### config.mk
export PLATFORM = sky130hd
export DESIGN_NAME = clk_phase_decoder
export DESIGN_NICKNAME = d
export VERILOG_FILES = /design/src/rtl/clk_phase_pkg.sv /design/src/rtl/clk_phase_decoder_sync_edge_det.sv /design/src/rtl/clk_phase_decoder.sv
export SDC_FILE = /design/constraint.sdc
export NUM_CORES = 1
export LEC_CHECK = 0
export ABC_AREA = 1
export ABC_CLOCK_PERIOD_IN_PS = 3620
export BUFFER_PORTS_ARGS = -buffer_cell sky130_fd_sc_hd__buf_4
export CAP_MARGIN = 20
export CELL_PAD_IN_SITES_DETAIL_PLACEMENT = 0
export CELL_PAD_IN_SITES_GLOBAL_PLACEMENT = 1
export CORE_MARGIN = 4
export CORE_UTILIZATION = 48
export CTS_BUF_LIST = sky130_fd_sc_hd__clkbuf_4 sky130_fd_sc_hd__clkbuf_8 sky130_fd_sc_hd__clkbuf_16
export DETAILED_ROUTE_END_ITERATION = 8
export PLACE_DENSITY = 0.87
export SLEW_MARGIN = 20
export SYNTH_ARGS = -nofsm -noshare
export SYNTH_HDL_FRONTEND = slang
export SYNTH_SLANG_ARGS = --single-unit
### constraint.sdc
create_clock -name ext_clk -period 3.62 [get_ports ext_clk]
set_clock_uncertainty 0.1 [all_clocks]
set_input_delay 0.181 -clock ext_clk [delete_from_list [all_inputs] [get_ports ext_clk]]
set_output_delay 0.181 -clock ext_clk [all_outputs]
set_load 0.05 [all_outputs]
### src/rtl/clk_phase_pkg.sv
// Shared types and default constants for the divided-clock phase decoder.
package clk_phase_pkg;

  typedef enum logic [1:0] {
    IDLE   = 2'd0,
    ACQ    = 2'd1,
    LOCKED = 2'd2
  } state_e;

  localparam int HALF_PERIOD_DEF = 5;
  localparam int TOL_DEF         = 0;
  localparam int LOCK_COUNT_DEF  = 8;
  localparam int TIMEOUT_DEF     = 32;
  localparam int NUM_PHASES_DEF  = 4;
  localparam int CNT_W_DEF       = 8;

  // True when a measured half-period lies within tol of the expected value.
  function automatic logic within_tol(input int meas, input int expected, input int tol);
    int diff;
    diff = (meas > expected) ? (meas - expected) : (expected - meas);
    return (diff <= tol);
  endfunction

endpackage

### src/rtl/clk_phase_decoder_sync_edge_det.sv
// Two-flop synchroniser with a history flop and registered single-cycle
// rise/fall strobes for an asynchronous level input.
module sync_edge_det (
  input  logic clk,
  input  logic rst_n,
  input  logic din,
  output logic rise,
  output logic fall
);

  logic s1_q, s2_q, s3_q;
  logic s1_d, s2_d, s3_d;
  logic rise_q, fall_q;
  logic rise_d, fall_d;

  // Next-state: shift the sampled level and compare the two newest synchronised samples.
  always_comb begin
    s1_d   = din;
    s2_d   = s1_q;
    s3_d   = s2_q;
    rise_d = s2_q & ~s3_q;
    fall_d = ~s2_q & s3_q;
  end

  // State registers.
  always_ff @(posedge clk or negedge rst_n) begin
    if (!rst_n) begin
      s1_q   <= 1'b0;
      s2_q   <= 1'b0;
      s3_q   <= 1'b0;
      rise_q <= 1'b0;
      fall_q <= 1'b0;
    end else begin
      s1_q   <= s1_d;
      s2_q   <= s2_d;
      s3_q   <= s3_d;
      rise_q <= rise_d;
      fall_q <= fall_d;
    end
  end

  assign rise = rise_q;
  assign fall = fall_q;

endmodule

### src/rtl/clk_phase_decoder.sv
// Receives the divided clock, measures its half-period, runs the lock FSM and
// drives a one-hot phase ring for the core sequencer while locked.
module clk_phase_decoder
  import clk_phase_pkg::*;
#(
  parameter int HALF_PERIOD = HALF_PERIOD_DEF,
  parameter int TOL         = TOL_DEF,
  parameter int LOCK_COUNT  = LOCK_COUNT_DEF,
  parameter int TIMEOUT     = TIMEOUT_DEF,
  parameter int NUM_PHASES  = NUM_PHASES_DEF,
  parameter int CNT_W       = CNT_W_DEF
) (
  input  logic                          ext_clk,
  input  logic                          ext_reset_n,
  input  logic                          clk_in,
  input  logic                          err_clear,
  output logic                          rise,
  output logic                          fall,
  output logic [NUM_PHASES-1:0]         phase,
  output logic [$clog2(NUM_PHASES)-1:0] phase_idx,
  output logic                          locked,
  output logic [CNT_W-1:0]              half_cnt,
  output logic                          err_period,
  output logic                          err_timeout
);

  localparam int IDX_W = $clog2(NUM_PHASES);
  localparam int GC_W  = $clog2(LOCK_COUNT + 1);
  localparam logic [CNT_W-1:0] TIMEOUT_C  = CNT_W'(TIMEOUT);
  localparam logic [CNT_W-1:0] GAP_MAX_C  = {CNT_W{1'b1}};
  localparam logic [IDX_W-1:0] IDX_LAST_C = IDX_W'(NUM_PHASES - 1);
  localparam logic [GC_W-1:0]  GOOD_END_C = GC_W'(LOCK_COUNT - 1);

  logic ev_rise_s, ev_fall_s, edge_s, good_s, timeout_s;
  logic err_p_new_s, err_t_new_s;

  state_e                 state_q, state_d;
  logic [CNT_W-1:0]       gap_q, gap_d;
  logic [GC_W-1:0]        good_cnt_q, good_cnt_d;
  logic [IDX_W-1:0]       idx_q, idx_d;
  logic                   rise_q, rise_d, fall_q, fall_d;
  logic [NUM_PHASES-1:0]  phase_q, phase_d;
  logic [IDX_W-1:0]       phase_idx_q, phase_idx_d;
  logic                   locked_q, locked_d;
  logic [CNT_W-1:0]       half_cnt_q, half_cnt_d;
  logic                   err_period_q, err_period_d;
  logic                   err_timeout_q, err_timeout_d;

  sync_edge_det u_sync (
    .clk   (ext_clk),
    .rst_n (ext_reset_n),
    .din   (clk_in),
    .rise  (ev_rise_s),
    .fall  (ev_fall_s)
  );

  assign edge_s    = ev_rise_s | ev_fall_s;
  assign good_s    = within_tol(32'(gap_q), HALF_PERIOD, TOL);
  assign timeout_s = (gap_q >= TIMEOUT_C);

  // Next-state for gap counter, lock FSM, phase ring, outputs and sticky flags.
  always_comb begin
    state_d     = state_q;
    good_cnt_d  = good_cnt_q;
    idx_d       = idx_q;
    err_p_new_s = 1'b0;
    err_t_new_s = 1'b0;

    if (edge_s) begin
      gap_d = CNT_W'(1);
    end else if (gap_q == GAP_MAX_C) begin
      gap_d = gap_q;
    end else begin
      gap_d = gap_q + CNT_W'(1);
    end

    // Timeout is evaluated ahead of any edge arriving in the same cycle.
    case (state_q)
      IDLE: begin
        idx_d = {IDX_W{1'b0}};
        if (edge_s) begin
          state_d    = ACQ;
          good_cnt_d = {GC_W{1'b0}};
        end else begin
          state_d = IDLE;
        end
      end
      ACQ: begin
        idx_d = {IDX_W{1'b0}};
        if (timeout_s) begin
          state_d     = IDLE;
          good_cnt_d  = {GC_W{1'b0}};
          err_t_new_s = 1'b1;
        end else if (edge_s && good_s) begin
          if (good_cnt_q == GOOD_END_C) begin
            state_d    = LOCKED;
            good_cnt_d = {GC_W{1'b0}};
          end else begin
            good_cnt_d = good_cnt_q + GC_W'(1);
          end
        end else if (edge_s) begin
          good_cnt_d = {GC_W{1'b0}};
        end else begin
          state_d = ACQ;
        end
      end
      LOCKED: begin
        if (timeout_s) begin
          state_d     = IDLE;
          idx_d       = {IDX_W{1'b0}};
          err_t_new_s = 1'b1;
        end else if (edge_s && !good_s) begin
          state_d     = ACQ;
          good_cnt_d  = {GC_W{1'b0}};
          idx_d       = {IDX_W{1'b0}};
          err_p_new_s = 1'b1;
        end else if (ev_rise_s) begin
          idx_d = (idx_q == IDX_LAST_C) ? {IDX_W{1'b0}} : (idx_q + IDX_W'(1));
        end else begin
          state_d = LOCKED;
        end
      end
      default: begin
        state_d    = IDLE;
        good_cnt_d = {GC_W{1'b0}};
        idx_d      = {IDX_W{1'b0}};
      end
    endcase

    rise_d     = ev_rise_s;
    fall_d     = ev_fall_s;
    half_cnt_d = edge_s ? gap_q : half_cnt_q;
    locked_d   = (state_q == LOCKED);
    if (locked_d) begin
      phase_idx_d = idx_q;
      phase_d     = NUM_PHASES'(1) << idx_q;
    end else begin
      phase_idx_d = {IDX_W{1'b0}};
      phase_d     = {NUM_PHASES{1'b0}};
    end

    // A new error beats a simultaneous clear.
    err_period_d  = err_p_new_s | (err_period_q  & ~err_clear);
    err_timeout_d = err_t_new_s | (err_timeout_q & ~err_clear);
  end

  // State and output registers.
  always_ff @(posedge ext_clk or negedge ext_reset_n) begin
    if (!ext_reset_n) begin
      state_q       <= IDLE;
      gap_q         <= {CNT_W{1'b0}};
      good_cnt_q    <= {GC_W{1'b0}};
      idx_q         <= {IDX_W{1'b0}};
      rise_q        <= 1'b0;
      fall_q        <= 1'b0;
      phase_q       <= {NUM_PHASES{1'b0}};
      phase_idx_q   <= {IDX_W{1'b0}};
      locked_q      <= 1'b0;
      half_cnt_q    <= {CNT_W{1'b0}};
      err_period_q  <= 1'b0;
      err_timeout_q <= 1'b0;
    end else begin
      state_q       <= state_d;
      gap_q         <= gap_d;
      good_cnt_q    <= good_cnt_d;
      idx_q         <= idx_d;
      rise_q        <= rise_d;
      fall_q        <= fall_d;
      phase_q       <= phase_d;
      phase_idx_q   <= phase_idx_d;
      locked_q      <= locked_d;
      half_cnt_q    <= half_cnt_d;
      err_period_q  <= err_period_d;
      err_timeout_q <= err_timeout_d;
    end
  end

  assign rise        = rise_q;
  assign fall        = fall_q;
  assign phase       = phase_q;
  assign phase_idx   = phase_idx_q;
  assign locked      = locked_q;
  assign half_cnt    = half_cnt_q;
  assign err_period  = err_period_q;
  assign err_timeout = err_timeout_q;

endmodule

==> summary.txt <==
Detailed routing
  – DRC violation count after routing: 0
  – Final routed wire length divided by cell count: 13.4 um
  – Post-route ant nets: 0
  – Post-DR vias/cell: roughly 5
  – DRC marker count from the first detailed-route iteration: approximately 100
  – First-pass iteration count of the detailed router: 4
  – Total Routed Length: ~4700 um
  – Total via count after detailed routing: approximately 1800

GRT
  – Tot GR Track Use: 17.6%
  – Largest net degree at the start of global routing: 41
  – Via count of the first global-routing pass: 1763
  – Number of antenna violations at the first check in global routing: 0
  – Remaining Overflow, GRT: 0
  – First-pass GRT wire length: 8330 um

Clocking
  – Gates resized, CTS repair: 0
  – Max clock buf depth: 2
  – Worst-path clk slew: around 0.090 ns
  – CTS Hold Bufs: 3
  – Clock latency of the later-clocked register in the worst-skew pair: around 0.3 ns
  – CTS tree: yes
  – Root Driver: clkbuf_8
  – Cts bufs inserted: 5
  – H-tree levels: 2
  – Post-CTS setup buffer count: 0
  – Clock sinks: 40

Synthesis
  – Post-synth EDFFs: 0
  – Number of library cell types mapped by synthesis: 31
  – Mean instance size in the synthesized netlist: roughly 8.5 um^2
  – Synthesized instance count: approximately 270
  – Post-Synthesis Cell Area: about 2300 um^2
  – Post-synthesis net count: 286
  – Seq cells post-synth: 40
  – FFs w/ async S/R, synth: 100%
  – Synthesis Warnings: 0
  – Prevailing post-synth register cell: dfrtp_1
  – Register area share after synthesis: between 40 and 50%

Worst setup path
  – Worst path slowest cell: dfrtp_1
  – Required time of the critical path: between 3 and 4 ns
  – WS Path Type: register to register
  – Maximum fanout encountered on the critical timing path: 7
  – Worst Path Arrival: 2.34 ns
  – Type of element launching the critical path: register
  – Dominant cell type by count on the critical path: nand2_1
  – Cell-by-cell listing of the critical path: inv_1 -> ha_1 -> nand2_1 -> inv_1 -> nand2_1 -> nand2_2 -> nand2_4 -> o21ai_2 -> nand3_4 -> o21ai_4 -> nand2_2 -> nand2_1 -> nand2_1
  – Crit-path leading delay family: simple AND/OR/NAND/NOR gates
  – Capturing element type of the critical path: register
  – Critical path's largest stage delay: between 0.4 and 0.5 ns
  – Critical path buffer and inverter count: 2

Place
  – Number of buffer cells added on primary ports: 22
  – Detailed-placement wirelength estimate: 3350 um
  – Area post-placement: ~2500 um^2
  – Cell count after placement: 337
  – Weighted congestion at the end of routability-driven global placement: a little under 0.9

Final layout
  – Summed area of non-filler cells in the final layout: 2630 um^2
  – Number of antenna diodes: 0
  – Layout cell share with drive strength beyond 1: 22.0%
  – Fin cells: between 300 and 400
  – Final #Nets: roughly 320
  – Relative area change from synthesis to final layout: 16.2%

Power and ir drop
  – Overall Power: roughly 1400 uW
  – Fraction of power consumed by combinational cells: between 30% and 40%
  – Portion of total power attributed to the clock network: between 20% and 30%
  – Switching part of the total: a little under two fifths
  – Switching power summed over all nets: between 500 and 600 uW
  – Internal power consumption: approximately 890 uW
  – Share of total power in sequential cells: between 30% and 40%
  – Worst ir drop on vdd: around 290 uV
  – Power per cell area: between 500 and 600 nW/um^2
  – Static Leak: between 0.001 and 0.0015 uW

Timing
  – Worst hold slack after final layout: 0.255 ns
  – Final worst path period share: between 60% and 70%
  – Post-layout min period: 2.25 ns
  – Maximum clock frequency: about 450 MHz
  – Worst-case headroom to the max-slew limit: roughly 66%
  – Final setup violating endpoints: 0
  – Sum of negative setup slack: 0 ns
  – Max Slew Vio Count: 0
  – Setup repair after global routing missed its margin: no
  – Worst-Margin Slew: between 0.5 and 0.6 ns
  – Hold Fails Final Rpt: 0

Die
  – Die width: roughly 77 um
  – CORE AREA: between 4000 and 5000 um^2
  – I/O pin total: 23
  – Die H: 76.7 um
  – Starting Density: 50.9%
  – Area of the die: 5880 um^2
  – Row cnt: 24

Hold path
  – Hold Crit Class: register to register

Run
  – Number of maximum-capacitance violations: 0

Status
  – Result of the run: finished, final reports clean
-- routing by layer --
| metal | GRT usage, % | share of wire [%] | vias to the layer above |
|---|---|---|---|
| met3 | 2.81 | 2.8 | 7 |
| li1 | - | - | 901 |
| met2 | 28.4 | 47 | 26 |
| met5 | 0 | 0 | - |
| met4 | 6.70 | 1.4 | 0 |
| met1 | 23.9 | 49 | 840 |
-- final timing paths --
check	slack (ns)	startpoint	cells after the start	end
setup / recovery	1.37	gap_q[1]$_DFFE_PN0P_	13	good_cnt_q[1]$_DFFE_PN0P_
hold reg to reg	0.26	u_sync.s1_q$_DFF_PN0_	0	u_sync.s2_q$_DFF_PN0_
setup reg to reg	1.37	gap_q[1]$_DFFE_PN0P_	13	good_cnt_q[1]$_DFFE_PN0P_
min in group asynchronous	0.30	ext_reset_n	2	gap_q[4]$_DFFE_PN0P_
max in group asynchronous	2.76	ext_reset_n	2	half_cnt[5]$_DFFE_PN0N_
hold / removal	0.26	u_sync.s1_q$_DFF_PN0_	0	u_sync.s2_q$_DFF_PN0_
-- final cells by class --
cell class	count	area (um^2)
tap	52	65.1
clock inverter	2	38.8
multi-input combinational	177	1070
fill	421	1820
sequential	40	1000
inverter	45	169
timing repair buffer	26	203
clock buffer	6	82.6
-- metrics by stage --
| stage | setup slack (ns) | utilization (%) |
|---|---|---|
| after CTS | 1.37 | 59.1 |
| after floorplan | 1.62 | - |
| after detailed placement | 1.39 | 55.7 |
| after global routing | 1.15 | 59.1 |
| after global placement | 1.43 | 55.7 |
| final | 1.37 | 59.1 |
-- power by group through the flow --
stage	Clock (uW)	Sequential, uW	Combinational (uW)
finish	393	538	511
global route	424	546	577
CTS	406	538	516
detailed placement	0	546	510
global placement	0	545	510
floorplan	0	603	338
-- cells in the mapped netlist (5+ instances only) --
library cell,n,area share [%]
nand3_2,5,2.2
nor2_1,20,3.3
nand2_2,6,1.7
o21ai_1,6,1.3
inv_1,37,6.1
inv_2,8,1.3
ha_1,16,8.8
nand4_1,5,1.4
nand3_1,10,2.2
o21ai_0,18,4.0
nand2_1,63,10
dfrtp_1,40,44
-- kinds of logic after synthesis --
| logic type | synth area share [%] |
|---|---|
| DFF | 44.2 |
| buffers and inverters | 8.46 |
| adders and majority gates | 8.85 |
| AOI/OAI and AO/OA | 11.0 |
| and+or+nand+nor | 26.3 |
| xor gates and xnor gates | 1.16 |
-- cell usage in the layout (no fill, tap or decap) --
cell type,n
nand2_1,63
dfrtp_1,40
inv_1,37
buf_4,23
nor2_1,20
o21ai_0,18
ha_1,16
nand3_1,10
inv_2,8
o21ai_1,6
nand2_2,6
clkbuf_8,6
nand4_1,5
nand3_2,5
xor2_1,3
nor2_4,3
o21ai_2,3
dlygate4sd3_1,3
nand2_4,2
nand3_4,2
a31oi_1,2
a21oi_1,2
o31ai_1,2
o21bai_1,1
a21oi_2,1
a211oi_1,1
a2111oi_2,1
o211a_1,1
nor4_1,1
o21ai_4,1
or2_2,1
nor3_2,1
bufinv_16,1
clkinv_4,1
-- registers in the layout, summed over array words and instances (netlist names) --
signal and count:
err_period 1, err_timeout 1, fall 1, gap_q 8, good_cnt_q 4, half_cnt 8
idx_q 2, locked 1, phase 4, phase_idx 2, rise 1, state_q 2
u_sync.fall 1, u_sync.rise 1, u_sync.s1_q 1, u_sync.s2_q 1, u_sync.s3_q 1
Note: power is estimated with default switching activity, not from simulation.
